--- config.mk ---
export PLATFORM = sky130hd
export DESIGN_NAME = stopwatch_ctrl
export DESIGN_NICKNAME = d
export VERILOG_FILES = /design/src/rtl/stopwatch_ctrl.sv
export SDC_FILE = /design/constraint.sdc
export NUM_CORES = 1
export LEC_CHECK = 0
export BUFFER_PORTS_ARGS = -buffer_cell sky130_fd_sc_hd__buf_2
export CAP_MARGIN = 20
export CORE_ASPECT_RATIO = 1.4
export CORE_UTILIZATION = 30
export DETAILED_ROUTE_END_ITERATION = 12
export GPL_TIMING_DRIVEN = 0
export PLACE_DENSITY = 0.45
export SLEW_MARGIN = 20
export SYNTH_ARGS = -nofsm -noshare
export SYNTH_HDL_FRONTEND = slang
export SYNTH_SLANG_ARGS = --single-unit
--- constraint.sdc ---
create_clock -name clk -period 5.3 [get_ports clk]
set_clock_uncertainty 0.15 [all_clocks]
set_input_delay 0.795 -clock clk [delete_from_list [all_inputs] [get_ports clk]]
set_output_delay 0.795 -clock clk [all_outputs]
set_load 0.01 [all_outputs]
--- src/rtl/stopwatch_ctrl.sv ---
// Stopwatch controller: two debounced push-buttons drive an IDLE/RUN/PAUSE
// FSM, and a prescaled tick advances a 00..59 BCD count.
module stopwatch_ctrl #(
  parameter int TICK_DIV   = 50000000,
  parameter int DEB_CYCLES = 1000000
) (
  input  logic       clk,
  input  logic       rst_n,
  input  logic       btn_start,
  input  logic       btn_clear,
  output logic [3:0] digit_tens,
  output logic [3:0] digit_ones,
  output logic       running,
  output logic       wrap
);

  localparam int CW = (DEB_CYCLES > 2) ? $clog2(DEB_CYCLES) : 1;
  localparam int PW = (TICK_DIV > 2) ? $clog2(TICK_DIV) : 1;

  typedef enum logic [1:0] {IDLE = 2'd0, RUN = 2'd1, PAUSE = 2'd2} state_t;

  // Button index 0 is start, index 1 is clear.
  logic [1:0]    raw;
  logic [1:0]    sync_a;
  logic [1:0]    sync_b;
  logic [1:0]    deb;
  logic [1:0]    deb_d;
  logic [1:0]    armed;
  logic [1:0]    sync_ok;
  logic [CW-1:0] deb_cnt [2];
  logic [1:0]    press;

  state_t        state;
  state_t        next_state;
  logic [PW-1:0] presc;
  logic          tick;

  assign raw = {btn_clear, btn_start};

  // sync_ok marks when the synchronizer chain holds real samples after reset,
  // so a button held through reset is only armed once it is seen released.
  // Synchronize, debounce, and track the previous debounced level per button.
  always_ff @(posedge clk) begin
    if (!rst_n) begin
      sync_a  <= '0;
      sync_b  <= '0;
      deb     <= '0;
      deb_d   <= '0;
      armed   <= '0;
      sync_ok <= '0;
      for (int i = 0; i < 2; i++) deb_cnt[i] <= '0;
    end else begin
      sync_a  <= raw;
      sync_b  <= sync_a;
      deb_d   <= deb;
      sync_ok <= {sync_ok[0], 1'b1};
      for (int i = 0; i < 2; i++) begin
        if (sync_b[i] == deb[i]) begin
          deb_cnt[i] <= '0;
        end else if (deb_cnt[i] == CW'(DEB_CYCLES - 1)) begin
          deb[i]     <= sync_b[i];
          deb_cnt[i] <= '0;
        end else begin
          deb_cnt[i] <= deb_cnt[i] + 1'b1;
        end
        if (sync_ok[1] && !sync_b[i] && !deb[i]) armed[i] <= 1'b1;
      end
    end
  end

  assign press = armed & deb & ~deb_d;
  assign tick  = (state == RUN) && (presc == PW'(TICK_DIV - 1));

  // Next-state logic; clear has priority over start.
  always_comb begin
    next_state = state;
    if (press[1]) begin
      next_state = IDLE;
    end else if (press[0]) begin
      case (state)
        IDLE:    next_state = RUN;
        RUN:     next_state = PAUSE;
        PAUSE:   next_state = RUN;
        default: next_state = IDLE;
      endcase
    end
  end

  // State register with the registered running flag.
  always_ff @(posedge clk) begin
    if (!rst_n) begin
      state   <= IDLE;
      running <= 1'b0;
    end else begin
      state   <= next_state;
      running <= (next_state == RUN);
    end
  end

  // Prescaler: advances only in RUN, holds in PAUSE, zeroed when going IDLE.
  always_ff @(posedge clk) begin
    if (!rst_n) begin
      presc <= '0;
    end else if (next_state == IDLE) begin
      presc <= '0;
    end else if (state == RUN) begin
      presc <= tick ? '0 : presc + 1'b1;
    end
  end

  // BCD count 00..59 with a one-cycle wrap pulse; going IDLE beats a tick.
  always_ff @(posedge clk) begin
    if (!rst_n) begin
      digit_tens <= 4'd0;
      digit_ones <= 4'd0;
      wrap       <= 1'b0;
    end else if (next_state == IDLE) begin
      digit_tens <= 4'd0;
      digit_ones <= 4'd0;
      wrap       <= 1'b0;
    end else if (tick) begin
      if (digit_ones < 4'd9) begin
        digit_ones <= digit_ones + 4'd1;
        wrap       <= 1'b0;
      end else if (digit_tens < 4'd5) begin
        digit_ones <= 4'd0;
        digit_tens <= digit_tens + 4'd1;
        wrap       <= 1'b0;
      end else begin
        digit_ones <= 4'd0;
        digit_tens <= 4'd0;
        wrap       <= 1'b1;
      end
    end else begin
      wrap <= 1'b0;
    end
  end

endmodule

==> run metrics <==
final RePlAce weighted congestion=between 0.7 and 0.8; total number of placement rows=51; residual antenna-violating net count after detailed routing=0; Worst-Margin Slew=0.9753 ns; clk root buf=clkbuf_16; commonest cells in the synthesized netlist=nor2_1 (84), dfxtp_1 (50), xor2_1 (46); sequential cell area=2202 um^2; RSZ-0062 raised after global routing=false; most frequently used cell type in the post-synthesis netlist=nor2_1; largest fanout on the critical path=10; initial antenna violation count=0; crit-path leading delay family=simple AND/OR/NAND/NOR gates; register bit total from synthesis=90; number of DRC markers in iteration 0=82; worst reg2reg path startpoint=deb_cnt[1][0]; die footprint=about 15,000 um^2; sequential element share of the synthesized area=51.37%; Final Instance Count excl. Fillers=a little under 700; deepest clock path buffer count=2; post-synthesis cell area=about 4300 um^2; async set or reset register ratio after synthesis=0%; nets@finish=a little over 500; accumulated negative setup slack=0 ns; detailed-route wire length=about 7.8 mm; number of search-and-repair iterations in the first detailed-routing pass=4; count of final max-slew check failures=0; element type at the critical path start=flop; CP Data Required Time=between 5 and 6 ns; Worst Reg-to-Reg Cells=8; routed wire length per instance=11.26 um; number of fill cells in the layout=1,490; Final Critical Period=2.991 ns; I/O pin cnt=14; TritonCTS clock tree=yes; synthesized area per cell=between 9 and 10 um^2; capturing element type of the critical path=flop; # diodes=0; starting utilization of the core area=between 30% and 40%; run status=finished clean; TritonCTS buffer count=9; worst hold stages=1; share of layout cells above drive strength 1=8.251%; sum of net half-perimeters after detailed placement=approximately 5.6 mm; number of global-route vias before repair=3,006; prevailing post-synth register cell=dfxtp_1; number of buffers inserted by hold repair at cts=0; crit-path most repeated cell=clkbuf_1; Largest stage delay, worst path=between 0.4 and 0.5 ns; ratio of routed vias to standard cells=4.474; CP bufs+invs=2; Max Cap Violations=0; vias=3,105; Peak supply drop=between 0.0001 and 0.00015 V; Final period util=56.43%; Worst setup endpoint=deb_cnt[1][17]; Levels on crit path=8; type of the most critical hold path=flop to flop; clock-pin transition on the worst setup and hold timing paths=0.06 ns; Post-CTS Repair Setup Buffers=0; Crit path arrival time=between 2 and 3 ns; Die Span Y=~140 um; Pwr per Cell Area=approximately 300 nW/um^2; global routing usage summed across all routing layers=around an eighth; proportion of netlist area held by the largest area contributor=between 20 and 30%; Buffers on Ports=13; number of gates resized after CTS=0; endpoints failing setup=0; Post-Place Cells=about 680; number of enable-type register cells in the synthesized netlist=40; worst setup path startpoint=deb_cnt[1][0]; multi-input gate area in the final layout=approximately 2100 um^2; clock net sink count=90; cell at the slowest stage of the critical path=nor4_1; Synth cell types=40; clk_lat worst skew=around 0.34 ns; Floorplan Core Area=roughly 14,000 um^2; most area-hungry cell type in the Yosys netlist=edfxtp_1; pin count of the biggest net entering global routing=15; register-to-register setup slack=2.31 ns; Die W=roughly 100 um; Max H-tree Level=3; Synth-to-Final Area Change=18.45%; wire length of the first global-routing pass=about 14 mm; number of warnings printed during yosys synthesis=0; end of the worst register-to-register path=deb_cnt[1][17]; leakage power=about 1.8 nW; GRT overflow=0; sequence of cells on the critical path=ha_1, and2_1, nand4_1, nor4_1, or2_2, clkbuf_1, clkbuf_1, nor2_1; DRC violations left=0; headroom to the max-slew limit=between 30% and 40%; instance count of the mapped netlist=between 400 and 500; path type of the worst setup path=flop to flop; most area-consuming cells after synthesis=edfxtp_1 (28%), dfxtp_1 (23%), xor2_1 (9.4%); final hold violations=0; fmax=roughly 330 MHz
## state kept, by name, indices dropped and copies added, names as in the netlist
register and cells:
wrap 1, sync_a 2, deb_d 2, armed 2
digit_tens 4, presc 26, deb 2, sync_b 2
running 1, digit_ones 4, state 2, deb_cnt 40
sync_ok 2
## per-stage QoR
stage	worst slack (ns)	power [W]	instance area, um^2	util [%]	hold slack, ns
final	2.309	0.001500	5077	36.50	0.2866
after global placement	2.223	0.0008021	4730	34.00	0.2680
after global routing	1.979	0.001557	5077	36.50	0.3071
after floorplan	2.855	0.0007928	4433	-	0.2619
after CTS	2.202	0.001525	5072	36.46	0.2874
after detailed placement	2.216	0.0008026	4730	34.00	0.2711
## routing by layer
layer | GRT usage, % | vias to the layer above | wire, um
met5 | 0 | - | 0
met4 | 6.004 | 0 | 166
met3 | 2.626 | 13 | 173
met2 | 20.77 | 23 | 3911
met1 | 13.90 | 1454 | 3561
li1 | - | 1615 | -
## worst reg2reg max path: stages (launching register included)
cell	delay (ns)
edfxtp_1	0.39
ha_1	0.22
and2_1	0.22
nand4_1	0.16
nor4_1	0.48
or2_2	0.19
clkbuf_1	0.39
clkbuf_1	0.43
nor2_1	0.10
## placed cells by master (no fill, tap or decap), types with 4 or more instances in the layout
master     count
edfxtp_1      40
nand4_1       20
dfxtp_1       50
ha_1           7
a21oi_1       11
or3_1          4
nor3_1         6
nand3b_1       4
xor2_1        46
conb_1        40
buf_2         16
clkbuf_16     11
nor4_1         9
clkbuf_1       7
and3_1        11
nand3_1       31
and2_1         8
nor4b_1        5
nor2_1        84
inv_1         12
nor2b_1        5
xnor2_1       17
nand2_1       31
## kinds of logic after synthesis
family	after synthesis	synth area share [%]
mux	4	0.9632
xor+xnor	63	12.87
flops	90	51.37
buf+inv	23	2.189
simple gates	234	27.88
fa+ha+maj	7	2.043
compound gates	19	2.598
other cells	1	0.08748
## cell type report
type,instances,area share (%)
Inverter,12,0.8871
Tap cell,185,4.559
Buffer,11,0.9611
Multi-Input combinational cell,367,42.19
Sequential cell,90,43.37
Clock inverter,3,0.7886
Timing Repair Buffer,13,1.281
Clock buffer,13,5.964
## power by group
| part | switching [W] | leakage [nW] | internal (W) |
|---|---|---|---|
| registers | 0.0000150 | 0.817 | 0.000741 |
| logic | 0.0000185 | 0.826 | 0.0000134 |
| clock network | 0.000266 | 0.172 | 0.000447 |
| total | 0.000299 | 1.82 | 0.00120 |
## how the worst min path moves through the flow
stage | end | startpoint | slack, ns
3_5_place_dp | sync_ok[1] | sync_ok[0] | 0.27
2_1_floorplan | sync_b[0] | sync_a[0] | 0.26
6_report | sync_b[0] | sync_a[0] | 0.29
5_1_grt | sync_ok[1] | sync_ok[0] | 0.31
4_1_cts | sync_b[1] | sync_a[1] | 0.29
3_3_place_gp | sync_ok[1] | sync_ok[0] | 0.27
Note: power is estimated with default switching activity, not from simulation.
